## src/rtl/spi_prom_pkg.sv

```systemverilog
// Shared opcodes, FSM state type and response sizing for the SPI PROM responder.
package spi_prom_pkg;

    localparam logic [7:0]  CMD_RDID   = 8'h9F;
    localparam logic [7:0]  CMD_RDSR   = 8'h05;
    localparam int unsigned RDID_BYTES = 3;

    typedef enum logic [1:0] {
        IDLE,
        CMD,
        RESP,
        IGNORE
    } state_e;

endpackage

```

## src/rtl/spi_prom_responder_sync.sv

```systemverilog
// Synchronizes SPICLK/SPIMOSI/cs_prom_n into the clk domain and detects SPICLK edges.
module spi_edge_sync #(
    parameter int unsigned SYNC_STAGES = 2
) (
    input  logic clk,
    input  logic reset,
    input  logic sclk,
    input  logic mosi,
    input  logic cs_n,
    output logic sclk_rise,
    output logic sclk_fall,
    output logic cs_active,
    output logic mosi_s
);

    logic [SYNC_STAGES-1:0] sclk_sync;
    logic [SYNC_STAGES-1:0] mosi_sync;
    logic [SYNC_STAGES-1:0] cs_sync;
    logic                   sclk_prev;

    // Chip select resets to the deasserted level so reset never looks like a select.
    always_ff @(posedge clk or posedge reset) begin
        if (reset) begin
            sclk_sync <= '0;
            mosi_sync <= '0;
            cs_sync   <= '1;
            sclk_prev <= 1'b0;
        end else begin
            sclk_sync <= {sclk_sync[SYNC_STAGES-2:0], sclk};
            mosi_sync <= {mosi_sync[SYNC_STAGES-2:0], mosi};
            cs_sync   <= {cs_sync[SYNC_STAGES-2:0], cs_n};
            sclk_prev <= sclk_sync[SYNC_STAGES-1];
        end
    end

    assign sclk_rise = sclk_sync[SYNC_STAGES-1] & ~sclk_prev;
    assign sclk_fall = ~sclk_sync[SYNC_STAGES-1] & sclk_prev;
    assign cs_active = ~cs_sync[SYNC_STAGES-1];
    assign mosi_s    = mosi_sync[SYNC_STAGES-1];

endmodule

```

## src/rtl/spi_prom_responder.sv

```systemverilog
// M25P16-style RDID responder (SPI mode 0), sampled with the system clock.
// Optional RDSR support is enabled by defining SPI_PROM_RDSR_EN.
module spi_prom_responder
    import spi_prom_pkg::*;
#(
    parameter logic [7:0]  MAN_ID      = 8'h20,
    parameter logic [7:0]  MEM_TYPE    = 8'h20,
    parameter logic [7:0]  MEM_CAP     = 8'h15,
    parameter logic [7:0]  STATUS      = 8'h00,
    parameter int unsigned SYNC_STAGES = 2
) (
    input  logic       clk,
    input  logic       reset,
    input  logic       SPICLK,
    input  logic       SPIMOSI,
    input  logic       cs_prom_n,
    output logic       SPIMISO,
    output logic       miso_oe,
    output logic       cmd_valid,
    output logic [7:0] last_cmd
);

    logic sclk_rise, sclk_fall, cs_active, mosi_s;

    spi_edge_sync #(
        .SYNC_STAGES(SYNC_STAGES)
    ) u_sync (
        .clk      (clk),
        .reset    (reset),
        .sclk     (SPICLK),
        .mosi     (SPIMOSI),
        .cs_n     (cs_prom_n),
        .sclk_rise(sclk_rise),
        .sclk_fall(sclk_fall),
        .cs_active(cs_active),
        .mosi_s   (mosi_s)
    );

    state_e     state_q, state_d;
    logic [7:0] shift_in_q, shift_in_d;
    logic [7:0] shift_out_q, shift_out_d;
    logic [2:0] bit_cnt_q, bit_cnt_d;
    logic [1:0] byte_cnt_q, byte_cnt_d;
    logic       rdsr_q, rdsr_d;
    logic       miso_q, miso_d;
    logic       oe_q, oe_d;
    logic       cmd_valid_q, cmd_valid_d;
    logic [7:0] last_cmd_q, last_cmd_d;
    logic [7:0] opcode;
    logic [1:0] byte_next;

    // Byte indices past the RDID payload read as zero; RDSR always returns STATUS.
    function automatic logic [7:0] resp_byte(input logic [1:0] idx, input logic rdsr);
        if (rdsr) return STATUS;
        unique case (idx)
            2'd0:    return MAN_ID;
            2'd1:    return MEM_TYPE;
            2'd2:    return MEM_CAP;
            default: return 8'h00;
        endcase
    endfunction

    always_comb begin
        state_d     = state_q;
        shift_in_d  = shift_in_q;
        shift_out_d = shift_out_q;
        bit_cnt_d   = bit_cnt_q;
        byte_cnt_d  = byte_cnt_q;
        rdsr_d      = rdsr_q;
        miso_d      = miso_q;
        oe_d        = oe_q;
        cmd_valid_d = 1'b0;
        last_cmd_d  = last_cmd_q;
        opcode      = {shift_in_q[6:0], mosi_s};
        byte_next   = (byte_cnt_q == 2'(RDID_BYTES)) ? byte_cnt_q : byte_cnt_q + 2'd1;

        // Deselect takes priority over any SPICLK edge seen in the same cycle.
        if (!cs_active) begin
            state_d    = IDLE;
            bit_cnt_d  = '0;
            byte_cnt_d = '0;
            rdsr_d     = 1'b0;
            miso_d     = 1'b0;
            oe_d       = 1'b0;
        end else begin
            unique case (state_q)
                IDLE: begin
                    state_d   = CMD;
                    bit_cnt_d = '0;
                end
                CMD: begin
                    if (sclk_rise) begin
                        shift_in_d = opcode;
                        bit_cnt_d  = bit_cnt_q + 3'd1;
                        if (bit_cnt_q == 3'd7) begin
                            last_cmd_d  = opcode;
                            cmd_valid_d = 1'b1;
                            bit_cnt_d   = '0;
                            byte_cnt_d  = '0;
                            if (opcode == CMD_RDID) begin
                                state_d     = RESP;
                                rdsr_d      = 1'b0;
                                shift_out_d = MAN_ID;
`ifdef SPI_PROM_RDSR_EN
                            end else if (opcode == CMD_RDSR) begin
                                state_d     = RESP;
                                rdsr_d      = 1'b1;
                                shift_out_d = STATUS;
`endif
                            end else begin
                                state_d = IGNORE;
                            end
                        end
                    end
                end
                RESP: begin
                    if (sclk_fall) begin
                        miso_d = shift_out_q[7];
                        oe_d   = 1'b1;
                        if (bit_cnt_q == 3'd7) begin
                            bit_cnt_d   = '0;
                            byte_cnt_d  = byte_next;
                            shift_out_d = resp_byte(byte_next, rdsr_q);
                        end else begin
                            bit_cnt_d   = bit_cnt_q + 3'd1;
                            shift_out_d = {shift_out_q[6:0], 1'b0};
                        end
                    end
                end
                IGNORE: begin
                    miso_d = 1'b0;
                    oe_d   = 1'b0;
                end
                default: state_d = IDLE;
            endcase
        end
    end

    always_ff @(posedge clk or posedge reset) begin
        if (reset) begin
            state_q     <= IDLE;
            shift_in_q  <= '0;
            shift_out_q <= '0;
            bit_cnt_q   <= '0;
            byte_cnt_q  <= '0;
            rdsr_q      <= 1'b0;
            miso_q      <= 1'b0;
            oe_q        <= 1'b0;
            cmd_valid_q <= 1'b0;
            last_cmd_q  <= '0;
        end else begin
            state_q     <= state_d;
            shift_in_q  <= shift_in_d;
            shift_out_q <= shift_out_d;
            bit_cnt_q   <= bit_cnt_d;
            byte_cnt_q  <= byte_cnt_d;
            rdsr_q      <= rdsr_d;
            miso_q      <= miso_d;
            oe_q        <= oe_d;
            cmd_valid_q <= cmd_valid_d;
            last_cmd_q  <= last_cmd_d;
        end
    end

    assign SPIMISO   = miso_q;
    assign miso_oe   = oe_q;
    assign cmd_valid = cmd_valid_q;
    assign last_cmd  = last_cmd_q;

endmodule

```

## config.mk

```make
export PLATFORM = sky130hd
export DESIGN_NAME = spi_prom_responder
export DESIGN_NICKNAME = d
export VERILOG_FILES = /design/src/rtl/spi_prom_pkg.sv /design/src/rtl/spi_prom_responder_sync.sv /design/src/rtl/spi_prom_responder.sv
export SDC_FILE = /design/constraint.sdc
export NUM_CORES = 1
export LEC_CHECK = 0
export ABC_AREA = 1
export BUFFER_PORTS_ARGS = -buffer_cell sky130_fd_sc_hd__buf_2
export CAP_MARGIN = 20
export CORE_UTILIZATION = 58
export DETAILED_ROUTE_END_ITERATION = 16
export HOLD_SLACK_MARGIN = 0.12
export PLACE_DENSITY = 0.82
export SLEW_MARGIN = 20
export SYNTH_ARGS = -nofsm -noshare
export SYNTH_HDL_FRONTEND = slang
export SYNTH_SLANG_ARGS = --single-unit
```

## constraint.sdc

```tcl
create_clock -name clk -period 2.19 [get_ports clk]
set_clock_uncertainty 0.15 [all_clocks]
set_input_delay 0.438 -clock clk [delete_from_list [all_inputs] [get_ports clk]]
set_output_delay 0.438 -clock clk [all_outputs]
set_load 0.005 [all_outputs]
```

==> flow_summary_export.csv, run 1 <==
group,metric,value,unit
synthesis,synth_nets,229,
pwr,leakage,0.001141,uW
status,run_status,"finished, final reports clean",
pwr,p_clk_share,28.4,%
place,postPlaceCellArea,0.001992,sq mm
synthesis,ys_types,24,
place,post-dp-hpwl,2294,microns
finish,area_growth,12.41,%
timing,worst_pin_slew,0.4812,ns
pwr,power.internal,1163,uW
pwr,pwr-share-comb,17.5,%
worst_setup_path,cp_slowest_stage_delay,0.44,ns
clocking,root_buffer,"clkbuf_4",
global_routing,grt_pass1_wl,5540,microns
clocking,cts_made_buffers,5,
route,routed_wl,3363,microns
finish,layout_common_cells,"nand2_1, dfrtp_1, inv_1",
timing,rsz0062_at_grt,"no",
timing,drv_slew,0,
clocking,cts_tree,"yes",
finish,final_common_cell,"nand2_1",
global_routing,grt_pass1_vias,1242,
global_routing,grt_max_degree,41,
timing,hold_violations,0,
route,vias,1418,
floorplanning,row_count,20,
route,avgRoutedWirePerCell,11.80,microns
hold_path,hp-class,"reg -> reg",
route,drtAntennaViolNets,0,
timing,timing.final.crit_share,91.55,%
floorplanning,core,0.003053,sq mm
clocking,hold_buffers,4,
pwr,p_per_area,789.7,mW/mm^2
place,portBuffers,15,
finish,layout-drive-gt1-share,15.35,%
worst_setup_path,critPathKind,"reg -> reg",
synthesis,yosysSeqAreaShare,53.50,%
floorplanning,dieArea,0.003465,sq mm
synthesis,yosysWarnings,0,
route,dr.pass1.iters,4,
pwr,peakVddDrop,598.0,uV
worst_setup_path,critical_path.cell_chain,"inv_1 > ha_1 > inv_2 > nor2_4 > nand3_4 > nor2_4 > nand2_1 > nand2_1",
place,gp_congestion,0.9085,
clocking,cts_setup_buffers,0,
synthesis,syn_avg_cell_area,8.643,sq um
pwr,p_sw_share,30.16,%
floorplanning,dieWidth,58.87,microns
route,via_per_inst,4.975,
pwr,p_switching,502.1,uW
global_routing,groute.usage.overall,22.27,%
timing,fin_setup_tns,0,ns
floorplanning,start_util,61.43,%
synthesis,synth_seq_cells,40,
clocking,htree_levels,2,
worst_setup_path,critPathLaunchType,"flop",
synthesis,syn_area,0.001876,sq mm
clocking,clock_latency,0.35,ns
finish,final_area,0.002108,sq mm
clocking,numClockSinks,40,
timing,finalSetupViolations,0,
route,drc,0,
route,drt_iter0_markers,80,
worst_setup_path,end_kind,"flop",
global_routing,grt_antenna_before_repair,0,
worst_setup_path,crit_required,2.34,ns
floorplanning,io_pins,16,
timing,fmax,0.4987,GHz
clocking,cts.clk_slew.worst_paths,0.12,ns
finish,nets,252,
worst_setup_path,crit_path_max_fanout,24,
worst_setup_path,cpMaxStageDelayCell,"dfrtp_1",
pwr,total_power,1665,uW
synthesis,synthCells,217,
pwr,p_seq_share,54.1,%
clocking,clockBufferDepth,2,
timing,relSlewSlack,67.92,%
floorplanning,die_h,58.87,microns
global_routing,gr-total-overflow,0,
worst_setup_path,cp.arrival,2.16,ns
finish,diodes,0,
run,maxCapViolCount,0,
timing,finalCriticalPeriod,2.005,ns
clocking,postCtsResizedCells,0,
## final timing paths
| path | to | depth (start not counted) | slack, ns | startpoint |
|---|---|---|---|---|
| setup / recovery | last_cmd[3]$_DFFE_PP0P_ | 8 | 0.18 | state_q[1]$_DFFE_PP0P_ |
| hold / removal | u_sync.cs_sync[1]$_DFF_PP1_ | 0 | 0.21 | u_sync.cs_sync[0]$_DFF_PP1_ |
| setup reg to reg | last_cmd[3]$_DFFE_PP0P_ | 8 | 0.18 | state_q[1]$_DFFE_PP0P_ |
| hold reg to reg | u_sync.cs_sync[1]$_DFF_PP1_ | 0 | 0.21 | u_sync.cs_sync[0]$_DFF_PP1_ |
| max in group asynchronous | u_sync.cs_sync[0]$_DFF_PP1_ | 4 | 0.95 | reset |
| min in group asynchronous | last_cmd[3]$_DFFE_PP0P_ | 4 | 0.58 | reset |
## power by group through the flow
stage | Clock (uW) | Combinational (uW) | Sequential [uW]
after floorplan | 0 | 235 | 893
after global placement | 0 | 269 | 907
after detailed placement | 0 | 280 | 911
after CTS | 486 | 292 | 899
after global routing | 515 | 329 | 912
final | 472 | 292 | 901
## critical path: cells and delay by family (launching register included)
family | cells | cell delay [ns]
flip-flops | 1 | 0.44
buffers and inverters | 2 | 0.23
AND/OR/NAND/NOR | 5 | 0.80
adder cells (fa/ha/maj) | 1 | 0.34
## through the flow
stage / hold slack, ns / instances / setup slack, ns / utilization (%)
after global placement: 0.1826 / 273 / 0.2712 / 65.25
final: 0.2135 / 285 / 0.1850 / 69.06
after detailed placement: 0.1903 / 273 / 0.2288 / 65.25
after global routing: 0.2182 / 285 / 0.05614 / 69.06
after floorplan: 0.1812 / 217 / 0.5673 / -
after CTS: 0.2158 / 285 / 0.1949 / 69.06
## synth_stat cells
cell type	count	area, sq um
nand3_2	2	20.02
nand2_4	1	11.26
a21oi_1	2	10.01
nor2_4	2	22.52
dfrtp_1	38	950.9
ha_1	7	87.58
inv_2	3	11.26
nand3_1	16	80.08
o31ai_1	1	7.510
nor2_8	1	20.02
dfstp_2	2	52.55
clkbuf_1	1	3.750
o21ai_1	11	55.05
nand3_4	2	35.03
nor3_1	1	5.000
nand2_2	1	6.260
o22ai_1	1	6.260
nand4_1	2	12.51
nand2_1	73	274.0
o21ai_0	8	40.04
buf_2	2	10.01
inv_1	20	75.07
buf_4	1	7.510
nor2_1	19	71.32
## registers in the layout, indices dropped and copies added, names as in the netlist
signal and cells:
shift_in_q 7, miso_oe 1, u_sync.mosi_sync 2, u_sync.sclk_sync 2, cmd_valid 1, u_sync.sclk_prev 1
state_q 2, bit_cnt_q 3, byte_cnt_q 2, SPIMISO 1, shift_out_q 8, last_cmd 8
u_sync.cs_sync 2
## cell families (layout without fill, tap and decap cells)
group	count (synthesis)	after routing	synth area share (%)
AOI/OAI and AO/OA	23	23	6.338
adders and majority gates	7	7	4.670
buffers and inverters	27	51	5.737
DFF	40	40	53.50
and+or+nand+nor	120	120	29.75
## layer usage
| layer | vias to the layer above | track usage (%) | wire length, microns |
|---|---|---|---|
| met1 | 648 | 32.17 | 1721 |
| met4 | 0 | 11.22 | 71 |
| li1 | 729 | - | - |
| met5 | - | 0 | 0 |
| met2 | 32 | 30.84 | 1452 |
| met3 | 9 | 5.934 | 117 |
## final cells by class
class / instances / area (sq um)
Timing Repair Buffer: 20 / 122.6
Sequential cell: 40 / 1003
Fill cell: 269 / 944.7
Inverter: 23 / 86.33
Clock buffer: 6 / 41.29
Multi-Input combinational cell: 150 / 764.5
Tap cell: 44 / 55.05
Clock inverter: 2 / 35.03
Note: power is estimated with default switching activity, not from simulation.
==> run 2: changes to the inputs <==
Settings changed: SYNTH_HIERARCHICAL from default to 1.
Clock period 2.19 ns to 2 ns, I/O delays scaled along.
==> flow_summary_export.csv, run 2 <==
group,metric,value,unit
status,run_status,"finished, final reports clean",
synthesis,synthSimpleGateAreaFrac,25.22,%
floorplanning,io_pins,16,
clocking,cts_made_buffers,5,
synthesis,synth_compound_area_share,7.932,%
synthesis,yosysSeqAreaShare,54.37,%
clocking,cts.clk_slew.worst_paths,0.11,ns
worst_setup_path,reg2reg_depth,8,
pwr,leakage,0.001141,uW
clocking,clockBufferDepth,2,
synthesis,synth_common_cells,"nand2_1, dfrtp_1, inv_1",
timing,rsz0062_at_grt,"no",
worst_setup_path,r2r_slack,0.18,ns
global_routing,gr-total-overflow,0,
finish,layout_common_cells,"nand2_1, dfrtp_1, inv_1",
route,via_per_inst,4.903,
floorplanning,core,0.003028,sq mm
worst_setup_path,end_kind,"flop",
worst_setup_path,critPathKind,"reg -> reg",
global_routing,grt_antenna_before_repair,0,
synthesis,ys.flop_type,"dfrtp_1",
route,dr.pass1.iters,4,
route,vias,1368,
worst_setup_path,critPathLaunchType,"flop",
place,post-dp-hpwl,2239,microns
timing,finalCriticalPeriod,1.815,ns
floorplanning,start_util,60.95,%
synthesis,synth_seq_cells,40,
floorplanning,die_h,58.41,microns
synthesis,yosysWarnings,6,
finish,nets,246,
synthesis,ys_types,19,
timing,timing.final.crit_share,90.76,%
global_routing,grt_max_degree,34,
finish,final-seq-area,0.001003,sq mm
finish,layout-drive-gt1-share,18.72,%
synthesis,synthArstFlopShare,100.0,%
synthesis,synth_top_family_by_area,"simple AND/OR/NAND/NOR gates",
global_routing,grt_pass1_vias,1277,
clocking,htree_levels,2,
timing,worst_pin_slew,0.4088,ns
timing,relSlewSlack,72.75,%
floorplanning,row_count,20,
synthesis,syn_avg_cell_area,8.747,sq um
finish,final_common_cell,"nand2_1",
worst_setup_path,rr_endpoint,"state_q[0]$_DFFE_PP0P_",
synthesis,synthMuxAreaShare,0,%
hold_path,hold_path_depth,0,
synthesis,synth_fa_ha_area_share,4.746,%
timing,fin_setup_tns,0,ns
synthesis,synthCells,211,
clocking,numClockSinks,40,
timing,finalSetupViolations,0,
global_routing,grt_pass1_wl,5388,microns
worst_setup_path,r2r-start,"bit_cnt_q[0]$_DFFE_PP0P_",
synthesis,yosysMostFrequentCell,"nand2_1",
global_routing,groute.usage.overall,21.99,%
synthesis,syn_area,0.001846,sq mm
synthesis,synth_nets,223,
hold_path,whs_endpoint,"u_sync/mosi_sync[1]$_DFF_PP0_",
clocking,postCtsResizedCells,0,
timing,drv_slew,0,
worst_setup_path,crit_required,2.09,ns
finish,fillers,243,
worst_setup_path,crit_path_max_fanout,6,
route,avgRoutedWirePerCell,11.46,microns
timing,fmax,0.5509,GHz
clocking,clock_latency,0.35,ns
place,portBuffers,15,
worst_setup_path,cp.arrival,1.90,ns
route,drt_iter0_markers,88,
clocking,root_buffer,"clkbuf_4",
floorplanning,dieWidth,58.41,microns
clocking,cts_setup_buffers,0,
finish,diodes,0,
route,drtAntennaViolNets,0,
finish,area_growth,13.08,%
finish,multiInputGateArea,699.4,sq um
floorplanning,dieArea,0.003412,sq mm
run,maxCapViolCount,0,
hold_path,hp-start,"u_sync/mosi_sync[0]$_DFF_PP0_",
timing,hold_violations,0,
pwr,p_per_area,874.8,mW/mm^2
synthesis,synthXorXnorAreaFrac,0,%
clocking,cts_tree,"yes",
route,drc,0,
pwr,total_power,1826,uW
synthesis,synth_area_leaders,"dfrtp_1, nand2_1, nand3_1",
clocking,hold_buffers,4,
pwr,peakVddDrop,491.5,uV
synthesis,synth_top_area_share,51.53,%
synthesis,yosys.area.top_type,"dfrtp_1",
place,gp_congestion,0.8081,
hold_path,hp-class,"reg -> reg",
route,routed_wl,3196,microns
synthesis,synth-edff-count,0,
-- run 2: power by group --
group | total, uW | internal [uW] | switching (uW)
sequential | 960 | 898 | 61.6
clock | 587 | 332 | 255
combinational | 279 | 88.5 | 190
-- run 2: stage by stage --
step                hold WS [ns]  worst slack (ns)  cells  instance area [sq um]  util (%)
floorplan                0.05195            0.3983    211                   1846         -
global placement          0.1828            0.2459    267                   1952     64.46
finish                    0.2162            0.1848    279                   2087     68.93
detailed placement        0.1934            0.2224    267                   1952     64.46
global route              0.2239           0.09391    279                   2087     68.93
CTS                       0.2209            0.2045    279                   2087     68.93
-- run 2: cell type report --
type | count | share of cell area [%]
sequential | 40 | 48.08
multi-input combinational | 138 | 33.51
timing repair buffer | 20 | 5.875
inverter | 29 | 5.336
clock buffer | 7 | 3.118
tap | 44 | 2.638
clock inverter | 1 | 1.439
-- run 2: logic make-up (layout without fill, tap and decap cells) --
family / count (synthesis) / in the layout
flops: 40 / 40
buf+inv: 33 / 57
compound gates: 24 / 24
fa+ha+maj: 7 / 7
simple gates: 107 / 107
-- run 2: worst max-delay path by stage --
stage,start,to,slack [ns],depth (start not counted)
2_1_floorplan,bit_cnt_q[0]$_DFFE_PP0P_,state_q[1]$_DFFE_PP0P_,0.40,7
6_report,bit_cnt_q[0]$_DFFE_PP0P_,state_q[0]$_DFFE_PP0P_,0.18,8
5_1_grt,state_q[0]$_DFFE_PP0P_,shift_out_q[6]$_DFFE_PP0P_,0.09,10
3_5_place_dp,bit_cnt_q[0]$_DFFE_PP0P_,state_q[0]$_DFFE_PP0P_,0.22,8
3_3_place_gp,bit_cnt_q[0]$_DFFE_PP0P_,state_q[0]$_DFFE_PP0P_,0.25,8
4_1_cts,bit_cnt_q[0]$_DFFE_PP0P_,state_q[0]$_DFFE_PP0P_,0.20,8
-- run 2: metal layers --
metal  up-vias  track usage, %  wire, microns
met5         -               0              0
met2        31           37.27           1502
li1        705               -              -
met3         8           5.934            115
met4         0           10.20             61
met1       624           26.18           1516
-- run 2: critical path: stages, from the launching register on --
cell	delay [ns]
dfrtp_1	0.41
ha_1	0.23
ha_1	0.24
inv_1	0.26
nand2_1	0.13
nand2_1	0.08
nor2_1	0.05
nand3_1	0.07
o21ai_0	0.09
